### src/rtl/pipeline_stall_controller.sv
// -----------------------------------------------------------------------------
// pipeline_stall_controller
//
// Central stall/flush sequencer for the 5-stage MIPS pipeline. Merges the
// load-use hazard, taken-branch redirect, multi-cycle data-memory waits and
// multi-cycle mult/div operations into per-stage pipeline-register write
// enables and flushes. Carries a small FSM for the multi-cycle waits, a
// watchdog that halts the pipe on a hung wait, and a saturating count of
// cycles in which the PC was not written.
//
// Parameters:
//   CNT_W     width of the stall_cycles counter
//   MAX_WAIT  consecutive cycles allowed in MEM_WAIT/MD_WAIT (1..65535)
//
// Ports:
//   clk, reset_n          clock, asynchronous active-low reset
//   load_use_hazard       ID reads the rt of a load now in EX
//   branch_taken          EX resolved a taken branch/jump
//   dmem_req, dmem_ready  MEM access issued / completing this cycle
//   md_start, md_done     EX holds a mult/div / its result is valid
//   pc_write .. memwb_flush  per-stage write enables and flushes
//   stall_cycles          saturating count of cycles with pc_write=0
//   timeout_err           sticky watchdog error
//   ctrl_state            RUN=0, MEM_WAIT=1, MD_WAIT=2, HALT=3
// -----------------------------------------------------------------------------
module pipeline_stall_controller #(
    parameter int unsigned CNT_W    = 32,
    parameter int unsigned MAX_WAIT = 255
) (
    input  logic             clk,
    input  logic             reset_n,
    input  logic             load_use_hazard,
    input  logic             branch_taken,
    input  logic             dmem_req,
    input  logic             dmem_ready,
    input  logic             md_start,
    input  logic             md_done,
    output logic             pc_write,
    output logic             ifid_write,
    output logic             ifid_flush,
    output logic             idex_write,
    output logic             idex_flush,
    output logic             exmem_write,
    output logic             exmem_flush,
    output logic             memwb_flush,
    output logic [CNT_W-1:0] stall_cycles,
    output logic             timeout_err,
    output logic [1:0]       ctrl_state
);

    typedef enum logic [1:0] {
        StRun     = 2'd0,
        StMemWait = 2'd1,
        StMdWait  = 2'd2,
        StHalt    = 2'd3
    } state_e;

    // Last allowed value of the wait counter before the watchdog fires.
    localparam logic [15:0] WaitLimit = 16'(MAX_WAIT - 1);

    state_e           state_q, state_d;
    logic [15:0]      wait_cnt_q, wait_cnt_d;
    logic [CNT_W-1:0] stall_cnt_q, stall_cnt_d;
    logic             timeout_q, timeout_d;

    logic mem_stall;
    logic md_stall;

    assign mem_stall = dmem_req & ~dmem_ready;
    assign md_stall  = md_start & ~md_done;

    // Rule selection and next state. The rule flags are resolved into
    // outputs further down so every state shares one priority chain.
    logic rule_p1, rule_p2, rule_p3, rule_p4;
    logic md_hold;
    logic halted;

    always_comb begin
        rule_p1    = 1'b0;
        rule_p2    = 1'b0;
        rule_p3    = 1'b0;
        rule_p4    = 1'b0;
        md_hold    = 1'b0;
        halted     = 1'b0;
        state_d    = state_q;
        wait_cnt_d = wait_cnt_q;
        timeout_d  = timeout_q;

        unique case (state_q)
            StRun: begin
                rule_p1 = mem_stall;
                rule_p2 = md_stall;
                rule_p3 = branch_taken;
                rule_p4 = load_use_hazard;
                if (mem_stall) begin
                    state_d    = StMemWait;
                    wait_cnt_d = '0;
                end else if (md_stall) begin
                    state_d    = StMdWait;
                    wait_cnt_d = '0;
                end
            end
            StMemWait: begin
                if (!dmem_ready) begin
                    rule_p1 = 1'b1;
                    if (wait_cnt_q >= WaitLimit) begin
                        state_d   = StHalt;
                        timeout_d = 1'b1;
                    end else begin
                        wait_cnt_d = wait_cnt_q + 16'd1;
                    end
                end else begin
                    rule_p2 = md_stall;
                    rule_p3 = branch_taken;
                    rule_p4 = load_use_hazard;
                    if (md_stall) begin
                        state_d    = StMdWait;
                        wait_cnt_d = '0;
                    end else begin
                        state_d = StRun;
                    end
                end
            end
            StMdWait: begin
                if (!md_done) begin
                    // A mem-stall here only freezes outputs; the MD wait owns the state.
                    md_hold = 1'b1;
                    rule_p1 = mem_stall;
                    if (wait_cnt_q >= WaitLimit) begin
                        state_d   = StHalt;
                        timeout_d = 1'b1;
                    end else begin
                        wait_cnt_d = wait_cnt_q + 16'd1;
                    end
                end else begin
                    rule_p1 = mem_stall;
                    rule_p3 = branch_taken;
                    rule_p4 = load_use_hazard;
                    if (mem_stall) begin
                        state_d    = StMemWait;
                        wait_cnt_d = '0;
                    end else begin
                        state_d = StRun;
                    end
                end
            end
            StHalt: begin
                halted = 1'b1;
            end
            default: begin
                halted = 1'b1;
            end
        endcase
    end

    // Output resolution.
    always_comb begin
        pc_write    = 1'b1;
        ifid_write  = 1'b1;
        ifid_flush  = 1'b0;
        idex_write  = 1'b1;
        idex_flush  = 1'b0;
        exmem_write = 1'b1;
        exmem_flush = 1'b0;
        memwb_flush = 1'b0;

        if (!reset_n || halted) begin
            pc_write    = 1'b0;
            ifid_write  = 1'b0;
            idex_write  = 1'b0;
            exmem_write = 1'b0;
        end else begin
            if (md_hold) begin
                pc_write    = 1'b0;
                ifid_write  = 1'b0;
                idex_write  = 1'b0;
                exmem_flush = 1'b1;
            end
            if (rule_p1) begin
                pc_write    = 1'b0;
                ifid_write  = 1'b0;
                idex_write  = 1'b0;
                exmem_write = 1'b0;
                memwb_flush = 1'b1;
            end else if (!md_hold) begin
                if (rule_p2) begin
                    pc_write    = 1'b0;
                    ifid_write  = 1'b0;
                    idex_write  = 1'b0;
                    exmem_flush = 1'b1;
                end else if (rule_p3) begin
                    // The load-use dependent is squashed, so the hazard is moot.
                    ifid_flush = 1'b1;
                    idex_flush = 1'b1;
                end else if (rule_p4) begin
                    pc_write   = 1'b0;
                    ifid_write = 1'b0;
                    idex_flush = 1'b1;
                end
            end
        end
    end

    always_comb begin
        stall_cnt_d = stall_cnt_q;
        if (!pc_write && (stall_cnt_q != {CNT_W{1'b1}})) begin
            stall_cnt_d = stall_cnt_q + CNT_W'(1);
        end
    end

    always_ff @(posedge clk or negedge reset_n) begin
        if (!reset_n) begin
            state_q     <= StRun;
            wait_cnt_q  <= '0;
            stall_cnt_q <= '0;
            timeout_q   <= 1'b0;
        end else begin
            state_q     <= state_d;
            wait_cnt_q  <= wait_cnt_d;
            stall_cnt_q <= stall_cnt_d;
            timeout_q   <= timeout_d;
        end
    end

    assign stall_cycles = stall_cnt_q;
    assign timeout_err  = timeout_q;
    assign ctrl_state   = state_q;

endmodule

### config.mk
export PLATFORM = sky130hd
export DESIGN_NAME = pipeline_stall_controller
export DESIGN_NICKNAME = d
export VERILOG_FILES = /design/src/rtl/pipeline_stall_controller.sv
export SDC_FILE = /design/constraint.sdc
export NUM_CORES = 1
export LEC_CHECK = 0
export ABC_AREA = 0
export CAP_MARGIN = 40
export CORE_MARGIN = 1.5
export CORE_UTILIZATION = 50
export CTS_BUF_LIST = sky130_fd_sc_hd__clkbuf_4 sky130_fd_sc_hd__clkbuf_8 sky130_fd_sc_hd__clkbuf_16
export DETAILED_ROUTE_END_ITERATION = 8
export GPL_TIMING_DRIVEN = 0
export PLACE_DENSITY = 0.81
export RECOVER_POWER = 100
export SYNTH_ARGS = -nofsm -noshare
export SYNTH_HDL_FRONTEND = slang
export SYNTH_SLANG_ARGS = --single-unit
### constraint.sdc
create_clock -name clk -period 4.07 [get_ports clk]
set_input_delay 0.814 -clock clk [delete_from_list [all_inputs] [get_ports clk]]
set_output_delay 0.814 -clock clk [all_outputs]
set_load 0.02 [all_outputs]
# Word-level counts from Yosys, hierarchy flattened

Index checks and enable logic that the tools add are counted.

Flip-flop bits (word level): 51
Input bits: 8
Output and inout bits: 43
Word-level logic and storage cells: 93

$add $sub $neg: 2
Magnitude comparators: 1
Eq/ne operators: 8
Multiplexer cells: 63
Bitwise logic cells: 4
Reductions and logical operators: 11

Operators with widths:

| cell                                                                   | count |
|---|---|
| 16-bit 2-to-1 mux                                                      | 6 |
| 16-bit one-hot mux with 3 select lines                                 | 1 |
| 1-bit 2-to-1 mux                                                       | 44 |
| 32-bit by 1-bit adder with 32-bit output, second input constant        | 1 |
| 32-bit != test, second input constant                                  | 1 |
| 16-bit by 1-bit adder with 16-bit output, second input constant        | 1 |
| 16-bit by 8-bit >= comparator with 1-bit output, second input constant | 1 |
| 2-bit 2-to-1 mux                                                       | 6 |
| 3-bit != test, second input constant                                   | 2 |
| 1-bit one-hot mux with 2 select lines                                  | 3 |
| 1-bit one-hot mux with 3 select lines                                  | 2 |
| 2-bit one-hot mux with 3 select lines                                  | 1 |
| 2-bit == test, second input constant                                   | 2 |
| 2-bit != test, second input constant                                   | 2 |
| 2-bit AND reduction                                                    | 2 |
| 3-bit AND reduction                                                    | 1 |
| 3-bit nonzero test                                                     | 1 |
| 1-bit bitwise AND                                                      | 2 |
| 2-bit by 1-bit == test with 1-bit output, second input constant        | 1 |
| 1-bit logical NOT                                                      | 2 |
| 2-bit logical NOT                                                      | 1 |
| 1-bit NOT                                                              | 2 |
| 2-bit nonzero test                                                     | 1 |
| 2-bit OR reduction                                                     | 1 |
| other kinds (2)                                                        | 2 |

# Logic depth before layout (Yosys ltp)

Gate-level depths: netlist of the first run.

Depth after elaboration: 11
Depth in mapped cells: 10
Gate-level depth less buffers: 8

# Worst setup path before layout of the first run

No wires, ideal clock.

Kind: reg2out
Start point: register state_q[0], in the netlist ctrl_state[0]
End point: output idex_flush
Arrival time: 2,375 ps
Data required time: 3,256 ps
Path slack: 881 ps
Cell stages (with the launch flop): 7
Buffers on the path: 0
Path through: dfrtp_1 > inv_1 > ha_1 > or2_2 > a311oi_4 > nand2_1 > a211oi_1

Longest elaborated chain between the ends: 8
Elaborated cells between the ends (all ways): 18
Classes of those cells: 3 x eq/ne; 12 x mux; 3 x reduce/logical

RTL lines:

| element                               | line | RTL |
|---|---|---|
| start, declared                       | 61   | `state_e state_q, state_d;` |
| start signal, assigned                | 213  | `state_q <= StRun;` |
| start signal, assigned                | 218  | `state_q <= state_d;` |
| 2-bit == test (tied with other cells) | 89   | `unique case (state_q)` |
| 1-bit one-hot mux with 3 select lines | 89   |  |
| 1-bit 2-to-1 mux                      | 195  | `end else if (rule_p4) begin` |
| 1-bit 2-to-1 mux                      | 191  | `end else if (rule_p3) begin` |
| 1-bit 2-to-1 mux                      | 186  | `if (rule_p2) begin` |
| 1-bit 2-to-1 mux                      | 185  | `end else if (!md_hold) begin` |
| 1-bit 2-to-1 mux                      | 179  | `if (rule_p1) begin` |
| 1-bit 2-to-1 mux (*)                  | 167  | `if (!reset_n \|\| halted) begin` |
| end, declared                         | 42   | `output logic idex_flush,` |

Mark *: on every way between the ends. The rest lies on a longest branch, timed or not.

# Worst setup path after layout of the first run

Start point: input reset_n
End point: output pc_write

Longest elaborated chain between the ends: 3

RTL lines:

| element                            | line | RTL |
|---|---|---|
| start, declared                    | 31   | `input logic reset_n,` |
| 1-bit logical NOT (no source line) | --   |  |
| 1-bit logical OR                   | 167  |  |
| 1-bit 2-to-1 mux                   | 167  |  |
| end, declared                      | 38   | `output logic pc_write,` |

No other way between the ends.

==> summary.txt, run 1 <==
Logic synthesis
  – Yosys warning count: 0
  – Sequential area share after synthesis: 44.6%
  – Count of cell types in the netlist: 46
  – Avg Inst Size Synth: 9.91 um^2
  – Mapped Area: 0.00286 mm^2
  – Primary FF master, synth: dfrtp_1
  – Post-synth ARST share: 100%
  – Syn Inst Count: 289
  – Post-synth EDFFs: 0
  – Syn_nets: 306
  – Number of synthesized register bits: 51

Floorplanning
  – IO Pins: 51
  – CORE AREA: 0.00551 mm^2
  – Die X: 78.7 um
  – Initial Utilization: 52.0%
  – Die Y: 78.7 um
  – Row Count: 27
  – Full die area: 0.00619 mm^2

Global route
  – Largest net degree at the start of global routing: 31
  – First-pass GRT wire length: 11,200 um
  – Global route overflow: 0
  – Antenna violations before repair: 0
  – Total GRT Usage: 22.9%
  – Vias in the first global route: 2,339

Placement
  – Port Buf Inserts: 48
  – Gpl congestion: 0.860
  – Hpwl dp: 4720 um

Clock tree
  – Post-CTS Resized: 0
  – Clk sinks: 51
  – TritonCTS clock tree: done
  – H-tree levels: 2
  – Setup Fix Bufs, Post-CTS: 0
  – CTS root buf: clkbuf_8
  – CTS Buffer Depth: 2
  – CTS Buf Count: 5
  – Clock-pin slew on the worst setup and hold paths: 110 ps
  – Clock latency at the later pin of the worst-skew pair: 310 ps
  – Cts hold-fix bufs: 0

Finish
  – Fin util: 63.6%
  – Layout cell share with drive strength beyond 1: 6.94%
  – Register area: 0.00128 mm^2
  – Multi-input combinational cell area: 0.00145 mm^2
  – Fillers: 469
  – Antenna cells: 0
  – Final nets: 362
  – Area growth, synth to finish: 22.4%

Setup path
  – Worst Setup End Kind: output pin
  – Crit path kind: in -> out
  – Arr. time, crit path: 2980 ps
  – Worst setup SP type: primary input
  – Reg2Reg Setup Slack: 1100 ps
  – Critical Path Source: reset_n
  – Reg2Reg Depth: 9
  – Critical Path End: pc_write
  – Worst path required time: 3260 ps
  – Crit-path max FO: 30
  – Worst r2r dst: stall_cycles[23]$_DFFE_PN0P_
  – Reg-to-reg critical path startpoint: ctrl_state[0]$_DFFE_PN0P_

Detailed routing
  – Final ANT Viol Nets: 0
  – Routed WL per cell: 15.6 um
  – Drt first-iter violations: 185
  – DRT Pass-1 Iters: 4
  – Via Count: 2,431
  – Vias per inst: 5.82
  – DRC violation count after routing: 0
  – DRT Wirelength: 6510 um

Power
  – Comb power frac: 43.3%
  – Switch share: 40.5%
  – Internal power: 1.03 mW
  – Switching pwr: 699 uW
  – Static Leak: 1.62 nW
  – Power per cell area: 493 mW/mm^2
  – VDD IR max: 0.000396 V
  – Clock power share: 20.8%
  – Seq pwr share: 35.9%
  – Total power: 1.73 mW

STA
  – Final hold vios: 0
  – Tmin final: 3800 ps
  – Final setup viols: 0
  – Final worst-path cycle share: 93.3%
  – Max Fclk: 0.263 GHz
  – Fin Clk Skew: 17.5 ps
  – Slew @ Worst Pin: 625 ps
  – RSZ-0062 raised after global routing: false
  – Slew HR: 57.9%
  – Slew Limit Fails: 0

Flow run
  – Max Cap Viol: 0

Status
  – Status: completed

Worst hold path
  – Hold/Removal Path Class: in -> async
-- cell usage after synthesis (all sizes together) (2+ instances only) --
cell    count  area share (%)
o22ai       2            0.44
nor2       13             1.7
nand2      30             3.9
and3        6             1.3
dfrtp      51              45
nand2b      8             1.7
mux2        2            0.92
o21bai      2            0.92
inv         8             1.0
o21ai      13             2.3
a31oi       3            0.66
o211ai      2            0.52
or2         2            0.44
nor3       12             2.4
nand4      22             4.8
clkbuf      3            0.39
and4        8             2.4
nor2b      10             2.2
and2        4            0.87
a21oi      10             1.9
buf         8             2.1
nor4        3             1.2
xnor2      22             6.7
ha          9             3.9
o311a       2             1.1
nand3      14             2.4
xor2        9             2.8
-- routing by layer --
layer	track usage [%]	routed length, um	vias to the layer above	part of all wire, %
li1	-	-	1145	-
met1	30.6	2900	1200	44
met2	37.3	3160	76	48
met3	5.00	369	10	5.7
met4	6.61	89	0	1.4
met5	0	0	-	0
-- registers in the layout, indices dropped and copies added (netlist names) --
signal and cells:
ctrl_state 2, wait_cnt_q 16, timeout_err 1, stall_cycles 32
-- cell usage in the layout (no fill, tap or decap), types with 9 or more instances in the layout --
master / instances
a21oi_1: 9
dfrtp_1: 51
dlygate4sd3_1: 41
ha_1: 9
nand2_1: 30
nand3_1: 14
nand4_1: 22
nor2_1: 13
nor2b_1: 10
nor3_1: 12
o21ai_0: 13
xnor2_1: 22
xor2_1: 9
-- cell families (layout without fill, tap and decap cells) --
| group | count (synthesis) | count (layout) | share of synthesized area (%) |
|---|---|---|---|
| fa+ha+maj | 9 | 9 | 3.93 |
| buf+inv | 19 | 76 | 3.58 |
| mux | 3 | 3 | 1.27 |
| compound gates | 42 | 42 | 10.8 |
| flops | 51 | 51 | 44.6 |
| xor+xnor | 31 | 31 | 9.48 |
| simple gates | 134 | 134 | 26.3 |
-- area by class of cell --
class | instances | share of cell area, %
plain buffers | 11 | 1.43
clock buffers | 5 | 1.96
clock inverters | 3 | 1.32
inverters | 8 | 0.857
multi-input cells | 219 | 41.3
flip-flops and latches | 51 | 36.4
well taps | 72 | 2.57
repair buffers | 49 | 14.1
-- worst min-delay path by stage --
stage	to	start	slack [ps]
after floorplan	wait_cnt_q[10]$_DFFE_PN0P_	wait_cnt_q[10]$_DFFE_PN0P_	460
after global placement	timeout_err$_DFFE_PN0P_	timeout_err$_DFFE_PN0P_	470
after detailed placement	timeout_err$_DFFE_PN0P_	timeout_err$_DFFE_PN0P_	470
after CTS	stall_cycles[25]$_DFFE_PN0P_	reset_n	480
after global routing	stall_cycles[27]$_DFFE_PN0P_	reset_n	490
final	stall_cycles[24]$_DFFE_PN0P_	reset_n	450
-- worst max-delay path: stages --
cell and delay (ps):
buf_2 410, buf_12 270, nand2b_1 150, a311oi_4 330
o311a_4 280, clkbuf_4 120, clkdlybuf4s50_1 590
-- power by group through the flow --
stage	Combinational [mW]	Sequential, mW	Clock, mW
2_1_floorplan	0.479	0.671	0
3_3_place_gp	0.772	0.629	0
3_5_place_dp	0.791	0.633	0
4_1_cts	0.798	0.623	0.366
5_1_grt	0.826	0.631	0.382
6_report	0.749	0.621	0.359
-- stage by stage --
| step | cell area, um^2 | hold WS, ps | cells | worst slack, ps | setup TNS (ps) |
|---|---|---|---|---|---|
| after floorplan | 2860 | 465 | 289 | 881 | 0 |
| after global placement | 3430 | 472 | 409 | -1530 | -31030 |
| after detailed placement | 3450 | 470 | 410 | 206 | 0 |
| after CTS | 3560 | 477 | 418 | 204 | 0 |
| after global routing | 3500 | 493 | 418 | 58.6 | 0 |
| final | 3500 | 454 | 418 | 274 | 0 |
No activity file was read; power rests on OpenSTA's default activity.
==> run 2, diff against run 1 <==
--- a/config.mk
+++ b/config.mk
@@ -12,7 +12,8 @@
 export CTS_BUF_LIST = sky130_fd_sc_hd__clkbuf_4 sky130_fd_sc_hd__clkbuf_8 sky130_fd_sc_hd__clkbuf_16
 export DETAILED_ROUTE_END_ITERATION = 8
 export GPL_TIMING_DRIVEN = 0
-export PLACE_DENSITY = 0.81
+export HOLD_SLACK_MARGIN = 0.06
+export PLACE_DENSITY = 0.74
 export RECOVER_POWER = 100
 export SYNTH_ARGS = -nofsm -noshare
 export SYNTH_HDL_FRONTEND = slang
==> run 2 against run 1 <==
Net effect:
- the run now ends with capacitance limit, slew limit left
- worst setup slack better by 120 ps
- critical path depth unchanged
- via count down 5.4%
- sequential power about the same
- clock power down 19%
- core utilization down 0.82 points
- fmax up 3.4%
- first-iteration DRC count down 23%
- final cell count unchanged
- critical path type is now reg -> out
- non-clock buffer count unchanged
==> summary.txt, run 2 (synthesized netlist as in run 1, its figures left out) <==
Detailed routing
  – DRC violation count after routing: 0 (unchanged)
  – Via Count: 2,300 (was 2,431)
  – Vias per inst: 5.50 (was 5.82)
  – DRT Pass-1 Iters: 4 (unchanged)
  – Drt first-iter violations: 142 (was 185)
  – Final ANT Viol Nets: 0 (unchanged)
  – Routed WL per cell: 14.3 um (was 15.6 um)
  – DRT Wirelength: 5960 um (was 6510 um)

Global route
  – Global route overflow: 0 (unchanged)
  – First-pass GRT wire length: 10,500 um (was 11,200 um)
  – Total GRT Usage: 21.2% (was 22.9%)
  – Antenna violations before repair: 0 (unchanged)
  – Largest net degree at the start of global routing: 31 (unchanged)
  – Vias in the first global route: 2,216 (was 2,339)

Setup path
  – Reg2Reg Depth: 9 (unchanged)
  – Worst setup SP type: flip-flop (was primary input)
  – Largest delay share family, worst path: buffers and inverters (unchanged)
  – Reg-to-reg critical path startpoint: ctrl_state[0]$_DFFE_PN0P_ (unchanged)
  – CP peak stage delay: 660 ps (was 590 ps)
  – Cell Chain, Critical Path: inv_1, ha_1, or2_2, a311oi_4, o311a_2, buf_4, dlygate4sd3_1 (was buf_2, buf_12, nand2b_1, a311oi_4, o311a_4, clkbuf_4, clkdlybuf4s50_1)
  – Worst Setup End Kind: output pin (unchanged)
  – Arr. time, crit path: 2860 ps (was 2980 ps)
  – Worst r2r dst: stall_cycles[22]$_DFFE_PN0P_ (was stall_cycles[23]$_DFFE_PN0P_)
  – Crit path kind: reg -> out (was in -> out)
  – Reg2Reg Setup Slack: 1120 ps (was 1100 ps)
  – Crit-path max FO: 6 (was 30)
  – WP buf/inv: 3 (was 4)
  – CP max-delay cell: dlygate4sd3_1 (was clkdlybuf4s50_1)
  – Worst path required time: 3260 ps (about the same)

Finish
  – Final nets: 362 (unchanged)
  – Area growth, synth to finish: 20.8% (was 22.4%)
  – Post-Layout Cell Count: 418 (unchanged)
  – Antenna cells: 0 (unchanged)
  – Largest register FFs: 32 (unchanged)
  – Commonest non-fill, non-tap cells in the layout: dfrtp_1, dlygate4sd3_1, nand2_1, nand4_1, xnor2_1 (unchanged)
  – Layout cell share with drive strength beyond 1: 6.36% (was 6.94%)
  – Fillers: 492 (was 469)
  – Commonest non-fill, non-tap cell in the layout: dfrtp_1 (unchanged)

Floorplanning
  – Die X: 78.7 um (unchanged)
  – Initial Utilization: 52.0% (unchanged)
  – Full die area: 0.00619 mm^2 (unchanged)
  – Die Y: 78.7 um (unchanged)
  – CORE AREA: 0.00551 mm^2 (unchanged)
  – IO Pins: 51 (unchanged)
  – Row Count: 27 (unchanged)

STA
  – Max Fclk: 0.272 GHz (was 0.263 GHz)
  – Tmin final: 3670 ps (was 3800 ps)
  – Final setup viols: 0 (unchanged)
  – Slew HR: -6.09% (was 57.9%)
  – RSZ-0062 raised after global routing: false (unchanged)
  – Final worst-path cycle share: 90.2% (was 93.3%)
  – Slew @ Worst Pin: 1590 ps (was 625 ps)
  – Fin Clk Skew: 2.04 ps (was 17.5 ps)
  – Final hold vios: 0 (unchanged)
  – Slew Limit Fails: 31 (was 0)

Status
  – Status: finished, violations left (was completed)
  – Violated checks: capacitance limit, slew limit

Clock tree
  – Setup Fix Bufs, Post-CTS: 0 (unchanged)
  – Clock-pin slew on the worst setup and hold paths: 90 ps (was 110 ps)
  – CTS Buf Count: 5 (unchanged)
  – H-tree levels: 2 (unchanged)
  – Clk sinks: 51 (unchanged)
  – Clock latency at the later pin of the worst-skew pair: 300 ps (was 310 ps)
  – TritonCTS clock tree: done (unchanged)
  – Cts hold-fix bufs: 0 (unchanged)
  – Post-CTS Resized: 0 (unchanged)
  – CTS root buf: clkbuf_8 (unchanged)
  – CTS Buffer Depth: 2 (unchanged)

Placement
  – Gpl congestion: 0.784 (was 0.860)
  – Port Buf Inserts: 48 (unchanged)
  – DP Cell Count: 410 (unchanged)
  – Hpwl dp: 4460 um (was 4720 um)

Flow run
  – Max Cap Viol: 1 (was 0)

Worst hold path
  – Hold/Removal Path Class: in -> async (unchanged)

Power
  – Static Leak: 1.61 nW (was 1.62 nW)
  – Power per cell area: 468 mW/mm^2 (was 493 mW/mm^2)
  – Total power: 1.62 mW (was 1.73 mW)
  – VDD IR max: 0.000403 V (was 0.000396 V)
-- run 2: cell type report --
class                   count  area (um^2)  area share (%)
clock buffers               6         76.3            2.21
well taps                  72         90.1            2.60
multi-input cells         219         1450            41.8
flip-flops and latches     51         1280            36.9
plain buffers              11         50.0            1.45
repair buffers             49          479            13.9
inverters                   8         30.0           0.868
clock inverters             2         12.5           0.362
-- run 2: layer usage --
layer  global-route usage, %  share of wire (%)
met1                    28.6                 48
met2                    34.8                 47
met3                    4.42                3.9
met4                    5.36               0.45
met5                       0                  0
-- run 2: metrics by stage --
stage	utilization [%]	instance area, um^2	hold WS [ps]	setup TNS [ps]	worst slack [ps]
after CTS	64.2	3540	490	0	370
after floorplan	-	2860	465	0	881
after global routing	62.8	3460	497	0	210
after detailed placement	62.6	3450	468	0	373
final	62.8	3460	465	0	398
after global placement	62.3	3430	459	-34890	-1620
-- run 2: how the worst max path moves through the flow --
stage | endpoint | start | cells past startpoint
after floorplan | idex_flush | ctrl_state[0]$_DFFE_PN0P_ | 6
after global placement | pc_write | reset_n | 6
after detailed placement | pc_write | reset_n | 6
after CTS | pc_write | reset_n | 6
after global routing | ifid_flush | reset_n | 6
final | pc_write | ctrl_state[0]$_DFFE_PN0P_ | 7
-- run 2: power breakdown --
part | internal, mW | switching, mW | leakage (nW)
Clock | 0.127 | 0.164 | 0.0446
Sequential | 0.556 | 0.0642 | 0.692
Combinational | 0.273 | 0.435 | 0.872
-- run 2: worst register-to-register path, cell delays in order, from the launching register on --
cell      delay, ps
dfrtp_1         430
inv_1           110
ha_1            280
or2_2           350
a311oi_4        350
o311a_2         270
o21bai_1        180
clkbuf_1        530
nor3_1          150
xor2_1          170
